[src/rtl/dll_pkg.sv]
// dll_pkg: shared state encoding and default sizing for the DLL tap controller.
package dll_pkg;
    typedef enum logic [1:0] {IDLE, SAR, TRACK} state_t;
    localparam int N_CELLS_DEF = 16;
    localparam int SETTLE_DEF  = 4;
    localparam int FILT_DEF    = 4;
endpackage

[src/rtl/dll_tap_decode.sv]
// dll_tap_decode: tap code to one-hot turn-back (T) and thermometer forward-pass (Tb) vectors.
module dll_tap_decode #(
    parameter int N_CELLS = 16,
    parameter int TAP_W   = $clog2(N_CELLS)
) (
    input  logic [TAP_W-1:0]   i_tap,
    output logic [N_CELLS-1:0] o_t,
    output logic [N_CELLS-1:0] o_tb
);
    for (genvar k = 0; k < N_CELLS; k++) begin : g_cell
        assign o_t[k]  = (i_tap == TAP_W'(k));
        assign o_tb[k] = (TAP_W'(k) < i_tap);
    end
endmodule

[src/rtl/dll_tap_controller.sv]
// dll_tap_controller: SAR lock acquisition then filtered up/down tracking of the DDC delay-line tap.
module dll_tap_controller
    import dll_pkg::*;
#(
    parameter int N_CELLS = N_CELLS_DEF,
    parameter int TAP_W   = $clog2(N_CELLS),
    parameter int SETTLE  = SETTLE_DEF,
    parameter int FILT    = FILT_DEF
) (
    input  logic               clk,
    input  logic               rst,
    input  logic               lock_en,
    input  logic               pd_up,
    input  logic               pd_dn,
    output logic [N_CELLS-1:0] T,
    output logic [N_CELLS-1:0] Tb,
    output logic [TAP_W-1:0]   tap,
    output logic               locked,
    output logic               range_err
);
    localparam int BIT_W = (TAP_W > 1) ? $clog2(TAP_W) : 1;
    localparam int FW    = 5;

    state_t               r_state;
    logic [TAP_W-1:0]     r_tap;
    logic [N_CELLS-1:0]   r_t, r_tb;
    logic                 r_locked, r_range_err;
    logic [3:0]           r_cnt;
    logic [BIT_W-1:0]     r_bit;
    logic signed [FW-1:0] r_filt;

    logic                 w_settled, w_up, w_dn, w_step_up, w_step_dn, w_sat;
    logic signed [FW-1:0] w_filt_inc;
    logic [TAP_W-1:0]     w_mask, w_kept, w_sar_code, w_tap_nxt;
    logic [N_CELLS-1:0]   w_t, w_tb;

    always_comb begin
        w_settled  = (r_cnt == 4'(SETTLE));
        w_up       = pd_up & ~pd_dn;
        w_dn       = pd_dn & ~pd_up;
        w_filt_inc = r_filt + (w_up ? 5'sd1 : w_dn ? -5'sd1 : 5'sd0);
        w_step_up  = (r_state == TRACK) & w_settled & (w_filt_inc == FW'(FILT));
        w_step_dn  = (r_state == TRACK) & w_settled & (w_filt_inc == FW'(-FILT));
        w_sat      = (w_step_up & (r_tap == TAP_W'(N_CELLS - 1))) | (w_step_dn & (r_tap == '0));
        w_mask     = TAP_W'(1) << r_bit;
        w_kept     = w_up ? r_tap : (r_tap & ~w_mask);
        w_sar_code = (r_bit == '0) ? w_kept : (w_kept | (w_mask >> 1));
        w_tap_nxt  = !lock_en               ? '0 :
                     (r_state == IDLE)      ? TAP_W'(1) << (TAP_W - 1) :
                     (r_state == SAR)       ? (w_settled ? w_sar_code : r_tap) :
                     w_sat                  ? r_tap :
                     w_step_up              ? r_tap + TAP_W'(1) :
                     w_step_dn              ? r_tap - TAP_W'(1) : r_tap;
    end

    // Decode the next tap so T/Tb change on the same edge as tap, glitch-free.
    dll_tap_decode #(.N_CELLS(N_CELLS), .TAP_W(TAP_W)) u_decode (
        .i_tap (w_tap_nxt),
        .o_t   (w_t),
        .o_tb  (w_tb)
    );

    always_ff @(posedge clk) begin
        if (rst) begin
            r_state     <= IDLE;
            r_tap       <= '0;
            r_t         <= N_CELLS'(1);
            r_tb        <= '0;
            r_locked    <= 1'b0;
            r_range_err <= 1'b0;
            r_cnt       <= '0;
            r_bit       <= '0;
            r_filt      <= '0;
        end else begin
            r_tap <= w_tap_nxt;
            r_t   <= w_t;
            r_tb  <= w_tb;
            if (!lock_en) begin
                r_state     <= IDLE;
                r_locked    <= 1'b0;
                r_range_err <= 1'b0;
                r_cnt       <= '0;
                r_bit       <= '0;
                r_filt      <= '0;
            end else begin
                case (r_state)
                    IDLE: begin
                        r_state <= SAR;
                        r_bit   <= BIT_W'(TAP_W - 1);
                        r_cnt   <= '0;
                    end
                    SAR: begin
                        r_cnt <= w_settled ? '0 : r_cnt + 4'd1;
                        if (w_settled) begin
                            if (r_bit == '0) begin
                                r_state  <= TRACK;
                                r_locked <= 1'b1;
                            end else begin
                                r_bit <= r_bit - BIT_W'(1);
                            end
                        end
                    end
                    TRACK: begin
                        r_cnt <= w_settled ? '0 : r_cnt + 4'd1;
                        if (w_settled) begin
                            r_filt <= (w_step_up | w_step_dn) ? '0 : w_filt_inc;
                            if (w_sat) begin
                                r_range_err <= 1'b1;
                                r_locked    <= 1'b0;
                            end else if (w_step_up | w_step_dn) begin
                                r_locked <= 1'b1;
                            end
                        end
                    end
                    default: r_state <= IDLE;
                endcase
            end
        end
    end

    assign T         = r_t;
    assign Tb        = r_tb;
    assign tap       = r_tap;
    assign locked    = r_locked;
    assign range_err = r_range_err;
endmodule

[config.mk]
export PLATFORM = sky130hd
export DESIGN_NAME = dll_tap_controller
export DESIGN_NICKNAME = d
export VERILOG_FILES = /design/src/rtl/dll_pkg.sv /design/src/rtl/dll_tap_decode.sv /design/src/rtl/dll_tap_controller.sv
export SDC_FILE = /design/constraint.sdc
export NUM_CORES = 1
export LEC_CHECK = 0
export ABC_AREA = 0
export CAP_MARGIN = 20
export CORE_UTILIZATION = 35
export DETAILED_ROUTE_END_ITERATION = 16
export PLACE_DENSITY_LB_ADDON = 0.3
export SLEW_MARGIN = 15
export SYNTH_ARGS = -nofsm -noshare
export SYNTH_HDL_FRONTEND = slang
export SYNTH_HIERARCHICAL = 1
export SYNTH_SLANG_ARGS = --single-unit
[constraint.sdc]
create_clock -name clk -period 4.58 [get_ports clk]
set_input_delay 1.145 -clock clk [delete_from_list [all_inputs] [get_ports clk]]
set_output_delay 1.145 -clock clk [all_outputs]
set_load 0.01 [all_outputs]
Yosys cells after proc, flatten, opt, wreduce, memory -nomap -nowiden. Index checks and enable logic that the tools add are counted.

Bits in registers: 51. Latch bits: 0. RAM bits: 0. ROM bits: 0. Input bits: 5. Output and inout bits: 38. Word-level logic and storage cells: 113. Memories: 0.

Add/sub/neg operators: 5. Multiply operators: 0. Div/mod/pow operators: 0. Magnitude comparators: 16. Equality and inequality tests: 26. Shift operators: 1. Multiplexer cells: 26. Bitwise gates (word level): 16. Reduce and logical (&&, ||, !) cells: 14.

Operators with widths (count): two-way mux 4 bit (10); == test 4 bit, second input constant (9); < comparator 4 bit, first input constant (8); == test 4 x 3 -> 1 bit, second input constant (5); < comparator 3 x 4 -> 1 bit, first input constant (4); two-way mux 5 bit (3); AND reduction 3 bit (3); adder 4 x 1 -> 4 bit, second input constant (2); == test 4 x 2 -> 1 bit, second input constant (2); logical NOT 4 bit (2); < comparator 1 x 4 -> 1 bit, first input constant (2); < comparator 2 x 4 -> 1 bit, first input constant (2); two-way mux 2 bit (4); != test 2 bit, second input constant (4); case mux 4 bit (2 select lines) (1); bitwise AND 1 bit (7); case mux 2 bit (3 select lines) (1); nonzero test 2 bit (3); adder 5 bit (1); == test 5 x 3 -> 1 bit, second input constant (1); == test 5 x 4 -> 1 bit, second input constant (1); two-way mux 1 bit (5); AND reduction 5 bit (1); bitwise AND 4 bit (1); other kinds (16) (22).

Longest topological paths before layout. Gate-level depths: netlist of run 1.

Depth after elaboration: 14. Depth in mapped cells: 17.

Hierarchy. Netlist of run 1, hierarchy kept.

By module, submodules not included: dll_tap_controller (times used 1, cells an instance 268, area an instance 2516.2 um^2, sequential area each 1021.0 um^2); dll_tap_decode (times used 1, cells an instance 47, area an instance 234.0 um^2, sequential area each 0.0 um^2).

Worst setup path before layout of run 1. No wires, ideal clock.

Kind: input to register. Start: input port pd_up. End: register r_tb[1], in the netlist Tb[1]. Library setup time: 0.128 ns. Arrival time: 4.569 ns. Slack: -0.117 ns. Stages on the path: 15. Cells stage by stage: inv_1 > ha_1 > inv_1 > ha_1 > fa_1 > xnor2_1 > xor2_2 > or4_4 > nor2_1 > a32oi_4 > or4b_1 > and3_1 > buf_2 > or3_1 > nor2b_1.

Cells in the longest elaborated chain, start to end: 14. Elaborated cells between the ends (all ways): 24.

Ends and longest elaborated chain: start, declared (line dll_tap_controller.sv:13) `input logic pd_up,`; NOT 1 bit (line dll_tap_controller.sv:40) `w_dn = pd_dn & ~pd_up;`; bitwise AND 1 bit (line dll_tap_controller.sv:40); two-way mux 5 bit (2 in a row) (line dll_tap_controller.sv:41) `w_filt_inc = r_filt + (w_up ? 5'sd1 : w_dn ? -5'sd1 : 5'sd0);`; adder 5 bit (line dll_tap_controller.sv:41); == test 5 x 3 -> 1 bit or == test 5 x 4 -> 1 bit (tied branches) (line dll_tap_controller.sv:43, dll_tap_controller.sv:42); bitwise AND 1 bit, on equally long branches (line dll_tap_controller.sv:43, dll_tap_controller.sv:42); two-way mux 4 bit or bitwise AND 1 bit (tied branches) (line dll_tap_controller.sv:53, dll_tap_controller.sv:44); two-way mux 4 bit or OR 1 bit (tied branches) (line dll_tap_controller.sv:52, dll_tap_controller.sv:44); two-way mux 4 bit (line dll_tap_controller.sv:51) `w_sat ? r_tap :`; two-way mux 4 bit * (line dll_tap_controller.sv:50) `(r_state == SAR) ? (w_settled ? w_sar_code : r_tap) :`; two-way mux 4 bit * (line dll_tap_controller.sv:49) `(r_state == IDLE) ? TAP_W'(1) << (TAP_W - 1) :`; two-way mux 4 bit * (line dll_tap_controller.sv:48) `w_tap_nxt = !lock_en ? '0 :`; via w_tap_nxt[3] (line dll_tap_controller.sv:34) `logic [TAP_W-1:0] w_mask, w_kept, w_sar_code, w_tap_nxt;`; < comparator 1 x 4 -> 1 bit * (line dll_tap_decode.sv:12) `assign o_tb[k] = (TAP_W'(k) < i_tap);`; via w_tb[1] (line dll_tap_controller.sv:35) `logic [N_CELLS-1:0] w_t, w_tb;`; end signal, assigned (line dll_tap_controller.sv:77) `r_tb <= w_tb;`; end, declared (line dll_tap_controller.sv:26) `logic [N_CELLS-1:0] r_t, r_tb;`.

Mark *: on every way through the listed nets, which the timed path passes. The rest lies on a longest branch. A chain may end at the register's enable or synchronous reset.

Final worst setup path of run 1.
Start: input port pd_dn. End: register r_tb[1], in the netlist Tb[1].

Cells in the longest elaborated chain, start to end: 13. Elaborated cells between the ends (all ways): 24.

Ends and longest elaborated chain: start, declared (line dll_tap_controller.sv:14) `input logic pd_dn,`; bitwise AND 1 bit or NOT 1 bit (tied branches) (line dll_tap_controller.sv:40, dll_tap_controller.sv:39); two-way mux 5 bit or bitwise AND 1 bit (tied branches) (line dll_tap_controller.sv:41, dll_tap_controller.sv:39); two-way mux 5 bit (line dll_tap_controller.sv:41); adder 5 bit (line dll_tap_controller.sv:41); == test 5 x 3 -> 1 bit or == test 5 x 4 -> 1 bit (tied branches) (line dll_tap_controller.sv:43, dll_tap_controller.sv:42); bitwise AND 1 bit, on equally long branches (line dll_tap_controller.sv:43, dll_tap_controller.sv:42); two-way mux 4 bit or bitwise AND 1 bit (tied branches) (line dll_tap_controller.sv:53, dll_tap_controller.sv:44); two-way mux 4 bit or OR 1 bit (tied branches) (line dll_tap_controller.sv:52, dll_tap_controller.sv:44); two-way mux 4 bit (line dll_tap_controller.sv:51); two-way mux 4 bit * (line dll_tap_controller.sv:50); two-way mux 4 bit * (line dll_tap_controller.sv:49); two-way mux 4 bit * (line dll_tap_controller.sv:48); via w_tap_nxt[3] (line dll_tap_controller.sv:34); < comparator 1 x 4 -> 1 bit * (line dll_tap_decode.sv:12); via w_tb[1] (line dll_tap_controller.sv:35).

Marked as above.

==> flow_summary_export.csv, run 1 <==
group,metric,value,unit
run_status,status,"finished clean",
yosys,synthCells,315,
timing,hold_viol,0,
detailed_routing,vias_per_cell,4.80,
yosys,yosysSeqAreaShare,0.371,
setup_path,path_cells,"buf_2 > ha_4 > inv_2 > ha_4 > fa_2 > a21bo_1 > a221o_1 > a211oi_4 > nor2_4 > buf_4 > mux2i_1 > or4b_4 > and3_4 > or3_4 > nor2b_4",
global_routing,antenna_found_initial,0,
timing,rsz0062_at_grt,"no",
timing,timing.hold.ws,0.474,ns
yosys,syn_avg_cell_area,8.73,um2
place,dpl.hpwl,4.50,mm
clocking,cts_sinks,51,
place,io_buffers,42,
clocking,cts_tree,"done",
yosys,ys.flop_type,"dfxtp_1",
run,maxCapViolations,0,
power_and_ir_drop,p_leak,0.00140,uW
finish,nFillCells,703,
die,initial_core_util,0.371,
setup_path,end_kind,"register",
timing,timing.final.crit_period,4.42,ns
setup_path,worstSetupStartpoint,"pd_dn",
clocking,cts-root-buf,"clkbuf_8",
place,dp_cells,470,
setup_path,cp_max_fo,5,
global_routing,grt_overflow,0,
timing,slew_headroom,0.610,
yosys,ys_warn_count,6,
finish,nets,407,
finish,synthToLayoutAreaGrowth,33.0,%
setup_path,crit_family,"simple AND/OR/NAND/NOR gates",
finish,fin_util,0.494,
setup_path,slowest_stage,"or4b_4",
setup_path,startpoint_type,"primary input",
timing,slew_violations,0,
detailed_routing,wire_per_inst,12.7,um
die,fp.dieH,90.6,um
clocking,clkSlewWorstSetupHoldPaths,0.09,ns
detailed_routing,drc,0,
timing,fin_crit_sh,0.965,
timing,tightest_slew,0.584,ns
hold_path,min-delay-start,"range_err",
die,die_width,90.6,um
clocking,htree_levels,2,
die,rows,31,
yosys,synthTopCellsByCount,"51 x dfxtp_1, 36 x nor2_1, 35 x nor2b_1, 26 x nand2_1, 24 x a21oi_1",
yosys,synth.distinct_cells,67,
yosys,async_flop_share,0,
setup_path,critPathBufInv,3,
detailed_routing,drt-initial-drc-count,45,
yosys,synth_area_leaders,"dfxtp_1 37%, ha_1 8.2%, nor2b_1 8.0%, nor2_1 4.9%, a21oi_1 4.4%",
yosys,yosysMostFrequentCell,"dfxtp_1",
global_routing,grtUsageTotal,0.159,
die,ioPinCount,43,
yosys,synth-edff-count,0,
finish,stdcell_area,0.00366,mm2
setup_path,path_class,"in2reg",
detailed_routing,vias,2319,
finish,antenna_cells,0,
global_routing,grt_pass1_wl,10.6,mm
place,place_area,0.00345,mm2
clocking,clockBufferDepth,2,
clocking,clock_latency,0.31,ns
setup_path,cp_common_cell,"ha_4",
setup_path,cpPeakStageDelay,0.51,ns
global_routing,grt_max_degree,36,
setup_path,cp_data_required_time,4.78,ns
setup_path,cp.arrival,4.62,ns
detailed_routing,antenna_left,0,
timing,finalSetupViolCount,0,
finish,layout-drive-gt1-share,0.208,
yosys,syn_area,0.00275,mm2
power_and_ir_drop,ir_drop,135,uV
die,coreArea,0.00741,mm2
yosys,synth_top_area_frac,0.371,
yosys,yosysTopAreaCell,"dfxtp_1",
finish,final_cell_count_no_fill,483,
place,gp_congestion,0.837,
timing,max_clock_freq,226,MHz
clocking,numCtsBuffers,5,
detailed_routing,dr.pass1.iters,4,
global_routing,grt_pass1_vias,2238,
hold_path,hold_class,"reg2reg",
timing,skew,0.00570,ns
detailed_routing,routed_wl,6.15,mm
yosys,ys_ff_latch,51,
yosys,syn_nets,339,
power_and_ir_drop,power.density,241,mW/mm2
die,dieArea,0.00822,mm2
setup_path,r2r_start,"r_filt[0]",
==> timing repair <==
action	4_1_cts	5_1_grt
cloned	1	0
resized for setup	8	18
setup buffers	3	2
setup endpoints to repair	31	25
pin swaps	9	12
hold buffers	0	0
==> placed cells by master, fill, tap and decap left out, drive strengths merged, types with 4 or more instances in the layout <==
cell and n:
dfxtp 51, clkdlybuf4s50 40, nor2 37, buf 36, nor2b 35, nand2 27
a21oi 24, ha 18, inv 15, nand3 7, o21ai 7, nand2b 6
nor3 6, clkbuf 6, and3 4
==> where the power goes <==
| group | internal, uW | switching [uW] | total (uW) |
|---|---|---|---|
| logic | 69.2 | 69.7 | 139 |
| clock network | 124 | 156 | 279 |
| registers | 455 | 7.29 | 462 |
==> layout make-up <==
cell class | instances | area (um2) | share of cell area
repair buffers | 76 | 672 | 0.184
well taps | 99 | 124 | 0.0339
clock buffers | 6 | 82.6 | 0.0226
multi-input cells | 233 | 1680 | 0.460
inverters | 16 | 60.1 | 0.0164
clock inverters | 2 | 16.3 | 0.00445
flip-flops and latches | 51 | 1020 | 0.279
==> final timing paths <==
| check | to | slack [ns] | depth (start not counted) |
|---|---|---|---|
| hold / removal | range_err | 0.47 | 1 |
| setup / recovery | Tb[1] | 0.16 | 15 |
| setup reg to reg | Tb[1] | 1.05 | 12 |
| hold reg to reg | range_err | 0.47 | 1 |
==> per-layer routing <==
layer | vias up | GRT usage | part of all wire
li1 | 1206 | - | -
met1 | 1081 | 0.202 | 0.48
met2 | 24 | 0.263 | 0.48
met3 | 8 | 0.0295 | 0.025
met4 | 0 | 0.0632 | 0.019
met5 | - | 0 | 0
==> registers in the layout, summed over array words and instances (netlist names) <==
signal,cells
locked,1
range_err,1
r_bit,2
r_cnt,4
r_filt,5
tap,4
r_state,2
T,16
Tb,16
==> logic make-up (layout without fill, tap and decap cells) <==
logic type / count (synthesis) / in the layout / share of synthesized area
AOI/OAI and AO/OA: 56 / 56 / 0.150
muxes: 3 / 3 / 0.0114
and+or+nand+nor: 148 / 149 / 0.301
buffers and inverters: 32 / 100 / 0.0569
other: 1 / 1 / 0.00136
DFF: 51 / 51 / 0.371
xor gates and xnor gates: 5 / 5 / 0.0187
adders and majority gates: 19 / 19 / 0.0892
==> stage by stage <==
step | setup TNS (ns) | power, uW | setup WS, ns
after global placement | -16.26 | 601 | -0.608
after CTS | 0 | 883 | 0.0687
after detailed placement | -17.72 | 601 | -0.644
final | 0 | 880 | 0.160
after floorplan | -0.0107 | 553 | -0.0107
after global routing | 0 | 923 | 0.0197
(Power assumes the default switching activity.)
==> run 2, diff against run 1 <==
RECOVER_POWER = 25   (was unset)
SYNTH_HIERARCHICAL = unset   (was 1)
==> run 2 against run 1 <==
Against the previous run:
- register-to-register slack better by 0.35 ns
- via count increased by 6.0%
- clock skew up 0.0057 ns
- count of clock-buffer cells in the layout did not move
- synthesized area is 1.3% higher
- utilization shrank 1.8 points
- highest routed layer unchanged
==> flow_summary_export.csv, run 2 <==
group,metric,value,unit
timing,rsz0062_at_grt,"no",
die,initial_core_util,0.361,
yosys,syn_nets,332,
timing,tightest_slew,0.640,ns
clocking,cts_setup_buffers,0,
timing,hold_viol,0,
yosys,syn_avg_cell_area,9.02,um2
die,ioPinCount,43,
finish,synthToLayoutAreaGrowth,32.1,%
place,dp_cells,476,
timing,timing.final.crit_period,4.38,ns
global_routing,grt_overflow,0,
yosys,synthCells,309,
die,coreArea,0.00773,mm2
power_and_ir_drop,clkPwrFrac,0.340,
yosys,syn_area,0.00279,mm2
yosys,synthTopCellsByCount,"49 x dfxtp_1, 31 x nor2_1, 20 x a21oi_1, 18 x ha_1, 18 x nand2_1",
global_routing,grtUsageTotal,0.159,
yosys,ys_warn_count,0,
setup_path,cp_data_required_time,4.79,ns
clocking,clkSlewWorstSetupHoldPaths,0.09,ns
timing,finalSetupViolCount,0,
timing,fin_crit_sh,0.957,
global_routing,antenna_found_initial,0,
setup_path,cp_max_fo,7,
detailed_routing,wl_met3,205,um
detailed_routing,wire_per_inst,13.0,um
power_and_ir_drop,p_leak,0.00152,uW
timing,skew,0.0114,ns
hold_path,hold_class,"reg2reg",
setup_path,cp_common_cell,"ha_1",
yosys,ys.flop_type,"dfxtp_1",
finish,final_cell_count_no_fill,484,
clocking,htree_levels,2,
finish,antenna_cells,0,
timing,max_clock_freq,228,MHz
detailed_routing,met2_length,2.92,mm
setup_path,cp.arrival,4.60,ns
setup_path,path_cells,"clkdlybuf4s50_1 > inv_1 > ha_1 > inv_1 > ha_1 > ha_1 > nor2b_2 > a31oi_2 > mux2_4 > o21ai_0 > o22ai_1 > a221o_1 > and2_4 > nor4_2",
yosys,yosysTopAreaCell,"dfxtp_1",
yosys,ys_ff_latch,49,
power_and_ir_drop,combPwrFrac,0.167,
detailed_routing,dr.pass1.iters,4,
finish,largest_reg_flops,16,
detailed_routing,met1_length,3.12,mm
clocking,cts_sinks,49,
place,io_buffers,41,
die,dieArea,0.00832,mm2
run,maxCapViolations,0,
place,gp_congestion,0.888,
yosys,synth_top_area_frac,0.352,
detailed_routing,vias_per_cell,5.08,
yosys,async_flop_share,0,
die,rows,32,
power_and_ir_drop,p_sw_frac,0.255,
clocking,clock_latency,0.30,ns
timing,slew_headroom,0.574,
global_routing,grt_max_degree,20,
detailed_routing,maxUsedRoutingLayer,"met4",
setup_path,slowest_stage,"clkdlybuf4s50_1",
die,fp.dieH,91.2,um
run_status,status,"finished clean",
clocking,cts_tree,"done",
finish,fin_util,0.476,
power_and_ir_drop,power.density,246,mW/mm2
finish,final_cell_mix,"49 x dfxtp_1, 42 x buf_4, 31 x nor2_1",
setup_path,end_kind,"register",
clocking,cts-root-buf,"clkbuf_8",
detailed_routing,routed_wl,6.31,mm
clocking,clockBufferDepth,2,
timing,slew_violations,0,
global_routing,grt_pass1_wl,10.9,mm
die,die_width,91.2,um
power_and_ir_drop,ir_drop,153,uV
global_routing,grt_pass1_vias,2365,
finish,layout-drive-gt1-share,0.204,
power_and_ir_drop,seqPwrFrac,0.493,
detailed_routing,vias,2457,
detailed_routing,drt-initial-drc-count,116,
setup_path,cpPeakStageDelay,0.47,ns
yosys,synth.distinct_cells,71,
power_and_ir_drop,p_switching,230,uW
place,dpl.hpwl,4.84,mm
detailed_routing,drc,0,
yosys,yosysSeqAreaShare,0.352,
power_and_ir_drop,internal-power,675,uW
detailed_routing,antenna_left,0,
yosys,synth_area_leaders,"dfxtp_1 35%, ha_1 8.1%, nor2_1 4.2%, a21oi_1 3.6%, nor4_2 2.7%",
yosys,synth-edff-count,0,
finish,final_common_cell,"dfxtp_1",
yosys,yosysMostFrequentCell,"dfxtp_1",
finish,nets,404,
setup_path,path_class,"in2reg",
setup_path,startpoint_type,"primary input",
clocking,numCtsBuffers,5,
## run 2: final timing paths
kind | cells past startpoint | to | slack [ns] | startpoint
hold / removal | 2 | r_filt[0] | 0.47 | r_filt[0]
setup / recovery | 14 | T[8] | 0.20 | pd_up
hold reg to reg | 2 | r_filt[0] | 0.47 | r_filt[0]
setup reg to reg | 12 | T[13] | 1.40 | r_filt[1]
## run 2: cells by family (layout without fill, tap and decap cells)
family,Yosys count,in the layout,share of synthesized area
AND/OR/NAND/NOR,119,119,0.262
adder cells (fa/ha/maj),18,18,0.0808
XOR/XNOR,6,6,0.0238
AO/OA/AOI/OAI,74,74,0.192
multiplexers,6,6,0.0238
other,1,1,0.00135
buffers and inverters,36,109,0.0642
flip-flops,49,49,0.352
## run 2: timing repair
action,in CTS,in global routing
endpoints found under the setup margin,0,27
hold buffers,0,0
resized for setup,0,5
hold endpoints to repair,0,0
## run 2: final cells by class
cell class | count | area (um2)
Inverter | 17 | 63.8
Fill cell | 779 | 4050
Clock inverter | 2 | 38.8
Clock buffer | 6 | 72.6
Multi-Input combinational cell | 224 | 1650
Timing Repair Buffer | 84 | 746
Tap cell | 102 | 128
Sequential cell | 49 | 981
## run 2: per-layer routing
layer	vias up	GRT usage
li1	1249	-
met1	1158	0.210
met2	42	0.263
met3	8	0.0293
met4	0	0.0489
met5	-	0
## run 2: critical path: cells and delay by family
family          cells  cell delay, ns
compound gates      4            1.18
fa+ha+maj           3            0.67
simple gates        3            0.65
buf+inv             3            0.57
mux                 1            0.38
## run 2: power groups by stage
stage / registers (uW) / clock network (uW) / logic [uW]
2_1_floorplan: 459 / 0 / 85.7
3_3_place_gp: 456 / 0 / 151
3_5_place_dp: 456 / 0 / 153
4_1_cts: 446 / 317 / 153
5_1_grt: 448 / 332 / 166
6_report: 446 / 308 / 151
## run 2: per-stage QoR
| stage | hold WS (ns) | setup WS [ns] | area, um2 | power (uW) | setup TNS [ns] |
|---|---|---|---|---|---|
| 2_1_floorplan | 0.441 | 0.545 | 2790 | 545 | 0 |
| 3_5_place_dp | 0.456 | -0.168 | 3540 | 609 | -3.18 |
| 3_3_place_gp | 0.453 | -0.155 | 3540 | 607 | -1.91 |
| 5_1_grt | 0.487 | 0.000858 | 3680 | 946 | 0 |
| 4_1_cts | 0.470 | 0.136 | 3660 | 916 | 0 |
| 6_report | 0.468 | 0.196 | 3680 | 905 | 0 |
==> run 3, diff against run 2 <==
SKIP_CTS_REPAIR_TIMING = 1   (was unset)
==> results of run 3 <==
Same layout as run 2: the final DEF is identical, and so are final timing and power.
